`config.mk`:
```
export PLATFORM = sky130hd
export DESIGN_NAME = sys_bus_rr_arbiter
export DESIGN_NICKNAME = d
export VERILOG_FILES = /design/src/rtl/sys_bus_rr_arbiter.sv
export SDC_FILE = /design/constraint.sdc
export NUM_CORES = 1
export LEC_CHECK = 0
export ABC_CLOCK_PERIOD_IN_PS = 3400
export CAP_MARGIN = 20
export CORE_MARGIN = 5
export CORE_UTILIZATION = 30
export CTS_CLUSTER_DIAMETER = 50
export CTS_CLUSTER_SIZE = 28
export DETAILED_ROUTE_END_ITERATION = 10
export GPL_ROUTABILITY_DRIVEN = 0
export SLEW_MARGIN = 20
export SYNTH_ARGS = -nofsm -noshare
export SYNTH_HDL_FRONTEND = slang
export SYNTH_SLANG_ARGS = --single-unit
```
`constraint.sdc`:
```
create_clock -name clk_i -period 3.4 [get_ports clk_i]
set_clock_uncertainty 0.15 [all_clocks]
set_input_delay 0.34 -clock clk_i [delete_from_list [all_inputs] [get_ports clk_i]]
set_output_delay 0.34 -clock clk_i [all_outputs]
set_load 0.05 [all_outputs]
```
`src/rtl/sys_bus_rr_arbiter.sv`:
```
// Round-robin arbiter sharing one system-bus master port among N strobe-driven requesters.
// One transaction in flight at a time; a watchdog force-completes with err when the slave never acks.
module sys_bus_rr_arbiter #(
  parameter int N       = 4,
  parameter int AW      = 32,
  parameter int DW      = 32,
  parameter int TMO_CYC = 255
) (
  input  logic                  clk_i,
  input  logic                  rst_i,
  input  logic [N*AW-1:0]       req_addr_i,
  input  logic [N*DW-1:0]       req_wdata_i,
  input  logic [N*(DW/8)-1:0]   req_sel_i,
  input  logic [N-1:0]          req_wen_i,
  input  logic [N-1:0]          req_ren_i,
  output logic [N-1:0]          req_ack_o,
  output logic [N-1:0]          req_err_o,
  output logic [DW-1:0]         req_rdata_o,
  output logic [N-1:0]          req_ovf_o,
  output logic [AW-1:0]         m_addr_o,
  output logic [DW-1:0]         m_wdata_o,
  output logic [DW/8-1:0]       m_sel_o,
  output logic                  m_wen_o,
  output logic                  m_ren_o,
  input  logic [DW-1:0]         m_rdata_i,
  input  logic                  m_ack_i,
  input  logic                  m_err_i,
  output logic                  busy_o
);
  localparam int SW = DW / 8;
  localparam int PW = (N > 1) ? $clog2(N) : 1;
  localparam logic [15:0] TMO_LAST = 16'(TMO_CYC - 1);

  typedef enum logic [1:0] {S_IDLE, S_ISSUE, S_WAIT, S_RESP} state_t;

  state_t                 state_q, state_d;
  logic [N-1:0]           pend_q, pend_d;
  logic [N-1:0]           ovf_q, ovf_d;
  logic [N-1:0]           slot_wr_q, slot_wr_d;
  logic [N-1:0][AW-1:0]   slot_addr_q, slot_addr_d;
  logic [N-1:0][DW-1:0]   slot_wdata_q, slot_wdata_d;
  logic [N-1:0][SW-1:0]   slot_sel_q, slot_sel_d;
  logic [PW-1:0]          ptr_q, ptr_d, g_q, g_d;
  logic [15:0]            cnt_q, cnt_d;
  logic [AW-1:0]          m_addr_q, m_addr_d;
  logic [DW-1:0]          m_wdata_q, m_wdata_d;
  logic [SW-1:0]          m_sel_q, m_sel_d;
  logic                   m_wen_q, m_wen_d, m_ren_q, m_ren_d;
  logic [N-1:0]           ack_q, ack_d, err_q, err_d;
  logic [DW-1:0]          rdata_q, rdata_d;

  logic [PW-1:0]          pick;
  logic                   found;
  logic                   in_flight;

  // First pending slot at or after the pointer, wrapping.
  always_comb begin
    pick  = '0;
    found = 1'b0;
    for (int i = 0; i < N; i++) begin
      if (!found && pend_q[(int'(ptr_q) + i) % N]) begin
        found = 1'b1;
        pick  = PW'((int'(ptr_q) + i) % N);
      end
    end
  end

  // The granted port stays blocked until its RESP cycle, where a new strobe is allowed.
  assign in_flight = (state_q == S_ISSUE) || (state_q == S_WAIT);

  always_comb begin
    state_d      = state_q;
    pend_d       = pend_q;
    ovf_d        = ovf_q;
    slot_wr_d    = slot_wr_q;
    slot_addr_d  = slot_addr_q;
    slot_wdata_d = slot_wdata_q;
    slot_sel_d   = slot_sel_q;
    ptr_d        = ptr_q;
    g_d          = g_q;
    cnt_d        = cnt_q;
    m_addr_d     = m_addr_q;
    m_wdata_d    = m_wdata_q;
    m_sel_d      = m_sel_q;
    m_wen_d      = 1'b0;
    m_ren_d      = 1'b0;
    ack_d        = '0;
    err_d        = '0;
    rdata_d      = rdata_q;

    for (int k = 0; k < N; k++) begin
      if (req_wen_i[k] || req_ren_i[k]) begin
        if (pend_q[k] || (in_flight && g_q == PW'(k))) begin
          ovf_d[k] = 1'b1;
        end else begin
          pend_d[k]       = 1'b1;
          slot_wr_d[k]    = req_wen_i[k];
          slot_addr_d[k]  = req_addr_i[k*AW +: AW];
          slot_wdata_d[k] = req_wdata_i[k*DW +: DW];
          slot_sel_d[k]   = req_sel_i[k*SW +: SW];
        end
      end
    end

    case (state_q)
      S_IDLE: begin
        if (found) begin
          g_d       = pick;
          ptr_d     = (pick == PW'(N - 1)) ? '0 : pick + 1'b1;
          m_addr_d  = slot_addr_q[pick];
          m_wdata_d = slot_wdata_q[pick];
          m_sel_d   = slot_sel_q[pick];
          m_wen_d   = slot_wr_q[pick];
          m_ren_d   = !slot_wr_q[pick];
          state_d   = S_ISSUE;
        end
      end
      S_ISSUE: begin
        pend_d[g_q] = 1'b0;
        cnt_d       = '0;
        state_d     = S_WAIT;
      end
      S_WAIT: begin
        // A real ack beats the watchdog when both land in the same cycle.
        if (m_ack_i) begin
          ack_d[g_q] = 1'b1;
          err_d[g_q] = m_err_i;
          rdata_d    = m_rdata_i;
          state_d    = S_RESP;
        end else if (cnt_q == TMO_LAST) begin
          ack_d[g_q] = 1'b1;
          err_d[g_q] = 1'b1;
          rdata_d    = '0;
          state_d    = S_RESP;
        end else begin
          cnt_d = cnt_q + 16'd1;
        end
      end
      default: state_d = S_IDLE;
    endcase
  end

  always_ff @(posedge clk_i) begin
    if (rst_i) begin
      state_q      <= S_IDLE;
      pend_q       <= '0;
      ovf_q        <= '0;
      slot_wr_q    <= '0;
      slot_addr_q  <= '0;
      slot_wdata_q <= '0;
      slot_sel_q   <= '0;
      ptr_q        <= '0;
      g_q          <= '0;
      cnt_q        <= '0;
      m_addr_q     <= '0;
      m_wdata_q    <= '0;
      m_sel_q      <= '0;
      m_wen_q      <= 1'b0;
      m_ren_q      <= 1'b0;
      ack_q        <= '0;
      err_q        <= '0;
      rdata_q      <= '0;
    end else begin
      state_q      <= state_d;
      pend_q       <= pend_d;
      ovf_q        <= ovf_d;
      slot_wr_q    <= slot_wr_d;
      slot_addr_q  <= slot_addr_d;
      slot_wdata_q <= slot_wdata_d;
      slot_sel_q   <= slot_sel_d;
      ptr_q        <= ptr_d;
      g_q          <= g_d;
      cnt_q        <= cnt_d;
      m_addr_q     <= m_addr_d;
      m_wdata_q    <= m_wdata_d;
      m_sel_q      <= m_sel_d;
      m_wen_q      <= m_wen_d;
      m_ren_q      <= m_ren_d;
      ack_q        <= ack_d;
      err_q        <= err_d;
      rdata_q      <= rdata_d;
    end
  end

  assign req_ack_o   = ack_q;
  assign req_err_o   = err_q;
  assign req_rdata_o = rdata_q;
  assign req_ovf_o   = ovf_q;
  assign m_addr_o    = m_addr_q;
  assign m_wdata_o   = m_wdata_q;
  assign m_sel_o     = m_sel_q;
  assign m_wen_o     = m_wen_q;
  assign m_ren_o     = m_ren_q;
  assign busy_o      = (state_q != S_IDLE) || (|pend_q);

endmodule

```
==> results of run 1 <==
-- kinds of logic after synthesis --
family | Yosys count | share of synthesized area
adder cells (fa/ha/maj) | 6 | 0.00468
multiplexers | 139 | 0.0867
AND/OR/NAND/NOR | 747 | 0.189
flip-flops | 416 | 0.519
XOR/XNOR | 13 | 0.00709
AO/OA/AOI/OAI | 410 | 0.156
buffers and inverters | 149 | 0.0383
-- worst max-delay path, cell delays in order, from the launching register on --
cell             delay (ns)
dfxtp_1                0.36
nor4_1                 0.39
nand2_1                0.21
clkdlybuf4s50_1        0.74
-- flip-flops by register name, indices dropped and copies added (netlist names), 4 cells and up --
signal        cells
slot_addr_q     128
slot_wdata_q    128
m_addr_o         32
m_wdata_o        32
req_rdata_o      32
cnt_q            16
slot_sel_q       16
m_sel_o           4
pend_q            4
req_ack_o         4
req_err_o         4
req_ovf_o         4
slot_wr_q         4
-- area by class of cell --
cell class,count,area share
Tap cell,688,0.0379
Clock buffer,53,0.0546
Multi-Input combinational cell,1315,0.316
Clock inverter,31,0.0185
Sequential cell,416,0.367
Timing Repair Buffer,457,0.205
Inverter,4,0.000661
Antenna cell,1,0.000110
-- path summary, 6_finish.rpt --
check                                                   from                           end  depth (start not counted)
worst max-delay path                    pend_q[0]$_SDFF_PP0_                        busy_o                          3
worst min-delay path                                   rst_i  slot_addr_q[93]$_SDFFE_PP0P_                          2
worst max register to register       state_q[0]$_SDFFE_PP0P_     m_addr_o[10]$_SDFFE_PP0P_                          8
worst min register to register  slot_addr_q[60]$_SDFFE_PP0P_  slot_addr_q[60]$_SDFFE_PP0P_                          2
-- metrics by stage --
step	cell area (sq um)	instances	setup WS [ns]	utilization	total power, mW
2_1_floorplan	16100	1880	0.939	-	10.1
3_3_place_gp	21000	2880	0.790	0.399	12.5
3_5_place_dp	21000	2880	0.736	0.399	12.6
4_1_cts	22700	2964	0.571	0.430	18.0
5_1_grt	22700	2964	0.504	0.430	18.7
6_report	22700	2965	0.642	0.430	17.8
-- power groups by stage --
stage	combinational, mW	clock (mW)	sequential, mW
2_1_floorplan	3.08	0	7.04
3_3_place_gp	6.18	0	6.32
3_5_place_dp	6.23	0	6.34
4_1_cts	6.25	5.52	6.24
5_1_grt	6.63	5.71	6.34
6_report	6.16	5.39	6.24
-- Yosys cell counts (6+ instances only) --
cell and n:
nand2b_1 8, a21oi_1 284, nor4_1 6, dfxtp_1 416, a22o_1 32, buf_2 17
xnor2_1 8, clkbuf_1 110, buf_1 13, nor2b_1 14, nand3_1 12, a211oi_1 6
mux2i_1 139, nor3_1 7, ha_1 6, nand2_1 631, nor2_1 35, o221ai_1 68
-- layer usage --
metal	GRT usage	wire, um	up-vias
met1	0.248	25200	7002
met2	0.315	27300	433
met3	0.0387	3510	85
li1	-	-	7115
met5	0	48	-
met4	0.0477	1210	8
-- layout by cell type (no fill, tap or decap), types with 5 or more instances in the layout --
cell / instances
ha_1: 6
xor2_1: 5
dfxtp_1: 416
or3_1: 5
a211oi_1: 6
nor2b_1: 14
a21oi_1: 284
nand2b_1: 7
mux2i_1: 139
or2_2: 5
clkinvlp_4: 6
inv_8: 8
clkbuf_16: 47
buf_4: 15
nand2_4: 5
a22o_1: 32
clkdlybuf4s50_1: 429
buf_12: 11
xnor2_1: 8
o221ai_1: 68
nor4_1: 6
bufinv_16: 5
o21ai_0: 5
nand3_1: 12
nor3_1: 7
nor2_1: 33
nand2_1: 626
==> results.md, run 1 <==
- Outcome: finished, final reports clean
- Post-synth EDFFs: 0
- Switch Pwr: 6.75 mW
- Comb power frac: 0.346
- Die footprint: ~58000 sq um
- FF/Latch Area: about 8300 sq um
- Syn Inst Count: approximately 1.9k
- Largest net degree at the start of global routing: ~100
- Area contributors post-synth: dfxtp_1 (52%), nand2_1 (15%), a21oi_1 (8.9%), mux2i_1 (8.7%), o221ai_1 (3.7%)
- Starting Density: 0.304
- CTS resizes: 0
- CP arrival: between 2 and 2.5 ns
- Antenna violations before repair: 5
- Total grt overflow: 0
- Share of layout cells above drive strength 1: 0.0589
- Fin nets: approximately 2.6k
- DRC marker count from the first detailed-route iteration: approximately 840
- FF-to-FF setup slack: roughly 0.7 ns
- Part of the power in registers: 0.351
- Slew Limit Headroom: 0.435
- Fin. max-slew vios: 0
- DRT antenna net count: 0
- Global-route wire length before repair: approximately 86 mm
- Post-Syn Area: approximately 16000 sq um
- Worst skew pair latency: around 0.57 ns
- Setup CP Type: flop to output port
- Synth Flop Type: dfxtp_1
- IO buf count: 430
- DR vias: 14.6k
- Synth-to-Final Area Change: 41.4%
- Reg clk slew, reported paths: roughly 0.06 ns
- CTS Hold Bufs: 0
- Crit share post-route: 0.811
- X dimension of the die: between 200 and 250 um
- Max Cap Violations: 0
- Drt wl/cell: 19.3 um
- Multi-input logic area: roughly 7200 sq um
- Peak supply drop: between 0.4 and 0.5 mV
- Total global-route track usage: 0.188
- Synth Area per Inst: roughly 8.5 sq um
- Yosys top cell area share: 0.519
- Sinks on Clock Net: approximately 420
- H-tree depth: 2
- Vias per cell: between 4 and 5
- Final hold vios: 0
- Power Density: just under 800 nW/um^2
- Synth cell types: 50
- Mapped Nets: 2202
- HPWL after DPL: just under 40 mm
- Final hold slack: ~0.09 ns
- Tightest Pin Transition: roughly 0.85 ns
- Switching portion of total power: 0.379
- Rows: 84
- Fillers: just over 5k
- CP required: between 2 and 3 ns
- Clk network pwr share: 0.303
- Clock buffer depth: 3
- Drt drc: 0
- Drt first pass iters: 5
- Tmin final: between 2 and 3 ns
- Startpoint types: flop
- CTS Buf Count: 46
- Die H: approximately 240 um
- Ys async rst share: 0
- Pint: between 10 and 15 mW
- Drt total wl: 57.3 mm
- Leak: roughly 8.5 nW
- Vias in the first global route: 14.8k
- Unrepaired setup endpoints after global routing: false
- Post CTS Setup Buffer Count: 0
- IO Pins: about 430
- Yosys reg bits: roughly 420
- Fmax: 363 MHz
- Root Driver: clkbuf_16
- CP Capture Type: output port
- Type of the tightest min-delay check: input port to flop
- Endpoints failing setup: 0
- TNS Setup: 0 ns
- Area leader, netlist: dfxtp_1
- Seq/Total Area, Yosys: 0.519
- CORE AREA: roughly 53000 sq um
- Critical-path maximum fanout: 6
- Synth Warn #: 0
- CTS tree: done
No activity file was read; power rests on OpenSTA's default activity.
==> run 2: changes to the inputs <==
Settings changed: ABC_CLOCK_PERIOD_IN_PS 3400 to 2430.
Clock period 3.4 ns to 2.43 ns, I/O delays scaled along.
==> results.md, run 2 (same netlist as run 1, synthesis figures left out) <==
- Outcome: finished, final reports clean (unchanged)
- X dimension of the die: 241 um (unchanged)
- Critical-path maximum fanout: 28 (was 6)
- Setup CP Type: flop to flop (was flop to output port)
- CTS Buf Count: 47 (was 46)
- HPWL after DPL: 40.8 mm (was 39.2 mm)
- Overall Power: 25.7 mW (was 17.8 mW)
- Rows: 84 (unchanged)
- Drt drc: 0 (unchanged)
- Leak: 8.80 nW (was 8.49 nW)
- Fillers: 5091 (was 5199)
- IO buf count: 430 (unchanged)
- Slowest library cell on the worst path: dfxtp_1 (was clkdlybuf4s50_1)
- Hold EP: slot_addr_q[49]$_SDFFE_PP0P_ (was slot_addr_q[93]$_SDFFE_PP0P_)
- Reg clk slew, reported paths: 0.07 ns (was 0.06 ns)
- RR Startpoint: state_q[0]$_SDFFE_PP0P_ (unchanged)
- Final hold vios: 0 (unchanged)
- Peak supply drop: 0.642 mV (was 0.436 mV)
- Endpoints failing setup: 0 (unchanged)
- Vias in the first global route: 15.3k (was 14.8k)
- Worst skew pair latency: 0.57 ns (about the same)
- Reg2reg end: slot_addr_q[100]$_SDFFE_PP0P_ (was m_addr_o[10]$_SDFFE_PP0P_)
- Die footprint: 58200 sq um (unchanged)
- Crit-path cells: inv_1 > ha_1 > a31oi_1 > buf_4 > and2_4 > buf_12 > nand2_1 > a21oi_1 (was nor4_1 > nand2_1 > clkdlybuf4s50_1)
- Drt wl/cell: 19.5 um (was 19.3 um)
- Largest net degree at the start of global routing: 120 (was 104)
- Max Cap Violations: 0 (unchanged)
- Largest stage delay, worst path: 0.38 ns (was 0.74 ns)
- Final hold slack: 0.0663 ns (was 0.0899 ns)
- Fmax: 438 MHz
- CP required: 2.76 ns (was 2.91 ns)
- H-tree depth: 2 (unchanged)
- DRT antenna net count: 0 (unchanged)
- DRC marker count from the first detailed-route iteration: 925 (was 836)
- Fin nets: 2602 (was 2562)
- CORE AREA: 52800 sq um (unchanged)
- Root Driver: clkbuf_16 (unchanged)
- Drt total wl: 58.8 mm (was 57.3 mm)
- Sinks on Clock Net: 416 (unchanged)
- PnR worst setup slack: 0.147 ns (was 0.642 ns)
- Starting Density: 0.304 (unchanged)
- CTS tree: done (unchanged)
- Clock buffer depth: 3 (unchanged)
- Reg2reg path depth: 8 (unchanged)
- Power Density: 1100 nW/um^2 (was 784 nW/um^2)
- Startpoint types: flop (unchanged)
- Tmin final: between 2 and 2.5 ns
- Commonest non-fill, non-tap cell in the layout: nand2_1 (unchanged)
- Antenna violations before repair: 8 (was 5)
- Synth-to-Final Area Change: 45.2% (was 41.4%)
- Total global-route track usage: 0.191 (was 0.188)
- Die H: 241 um (unchanged)
- Hold Crit Depth: 3 (was 2)
- Commonest non-fill, non-tap cells in the layout: nand2_1 (626), clkdlybuf4s50_1 (428), dfxtp_1 (416) (was nand2_1 (626), clkdlybuf4s50_1 (429), dfxtp_1 (416))
- Crit share post-route: 0.939
- Slew Limit Headroom: 0.547 (was 0.435)
- Drt first pass iters: 5 (unchanged)
- Largest regs: slot_addr_q (128), slot_wdata_q (128) (unchanged)
- Total grt overflow: 0 (unchanged)
- TNS Setup: 0 ns (unchanged)
- CP arrival: 2.61 ns (was 2.27 ns)
- Share of layout cells above drive strength 1: 0.0769 (was 0.0589)
- Global-route wire length before repair: 87.7 mm (was 86.3 mm)
- Type of the tightest min-delay check: input port to flop (unchanged)
- Place WS: -0.0317 ns (was 0.736 ns)
- DR vias: 14.9k (was 14.6k)
- Origin of the worst min-delay path: req_addr_i[49] (was rst_i)
- Fin. max-slew vios: 0 (unchanged)
- Tightest Pin Transition: 0.678 ns (was 0.847 ns)
- Vias per cell: 4.96 (was 4.94)
- CP Capture Type: flop (was output port)
- FF-to-FF setup slack: 0.15 ns (was 0.72 ns)
- Unrepaired setup endpoints after global routing: false (unchanged)
- IO Pins: 431 (unchanged)
-- run 2: changes by cell type in the layout (fill, tap and decap cells not counted), moves of 2 or more --
cell        before  now
inv_6            2    8
clkinvlp_4       6    1
clkinv_4         0    4
buf_16           0    2
buf_4           15   33
buf_12          11   29
inv_8            8    5
clkbuf_16       47   49
diode_2          1    5
clkbuf_8         4    2
-- run 2: worst max-delay path, delay by kind of cell (launching register included) --
kind                     cells  cell delay (ns)
AO/OA/AOI/OAI                2             0.40
adder cells (fa/ha/maj)      1             0.37
buffers and inverters        3             0.49
flip-flops                   1             0.38
AND/OR/NAND/NOR              2             0.37
-- run 2: repair_timing --
| action | CTS | global route |
|---|---|---|
| setup buffers | 1 | 2 |
| pin swaps | 1 | 0 |
| gates cloned | 0 | 1 |
| hold endpoints to repair | 10 | 0 |
| gates resized for setup | 5 | 3 |
| hold buffers | 1 | 0 |
| setup endpoints to repair | 2 | 12 |
-- run 2: metal layers --
| metal | wire length [um] | track usage | share of wire | up-vias |
|---|---|---|---|---|
| met5 | 30 | 0 | 0.00051 | - |
| met4 | 1650 | 0.0619 | 0.028 | 6 |
| li1 | - | - | - | 7207 |
| met2 | 28100 | 0.323 | 0.48 | 421 |
| met3 | 3570 | 0.0425 | 0.061 | 83 |
| met1 | 25400 | 0.245 | 0.43 | 7200 |
-- run 2: layout make-up --
cell class,count,area (sq um),area share
diodes,5,12.5,0.000537
clock buffers,52,1260,0.0540
clock inverters,33,423,0.0182
inverters,4,15.0,0.000644
multi-input cells,1316,7210,0.309
flip-flops and latches,416,8330,0.357
well taps,688,861,0.0369
repair buffers,495,5200,0.223
-- run 2: how the worst max path moves through the flow --
stage	from	end	slack (ns)
2_1_floorplan	state_q[0]$_SDFFE_PP0P_	slot_wdata_q[107]$_SDFFE_PP0P_	-0.03
3_3_place_gp	pend_q[2]$_SDFF_PP0_	m_addr_o[25]$_SDFFE_PP0P_	-0.16
3_5_place_dp	ptr_q[1]$_SDFFE_PP0P_	m_wdata_o[12]$_SDFFE_PP0P_	-0.03
4_1_cts	pend_q[0]$_SDFF_PP0_	busy_o	0.07
5_1_grt	state_q[0]$_SDFFE_PP0P_	slot_addr_q[100]$_SDFFE_PP0P_	0.005
6_report	state_q[0]$_SDFFE_PP0P_	slot_addr_q[100]$_SDFFE_PP0P_	0.15
-- run 2: power by group --
part           total, mW  leakage (nW)  internal [mW]  switching (mW)
sequential          8.75          3.41           8.01           0.735
clock               7.56         0.824           4.33            3.23
combinational       9.38          4.57           3.69            5.69
-- run 2: through the flow --
stage | utilization | instance area (sq um) | std cells
5_1_grt | 0.441 | 23300 | 3006
3_5_place_dp | 0.409 | 21600 | 2914
2_1_floorplan | - | 16100 | 1880
3_3_place_gp | 0.407 | 21500 | 2912
6_report | 0.442 | 23300 | 3009
4_1_cts | 0.441 | 23300 | 3001
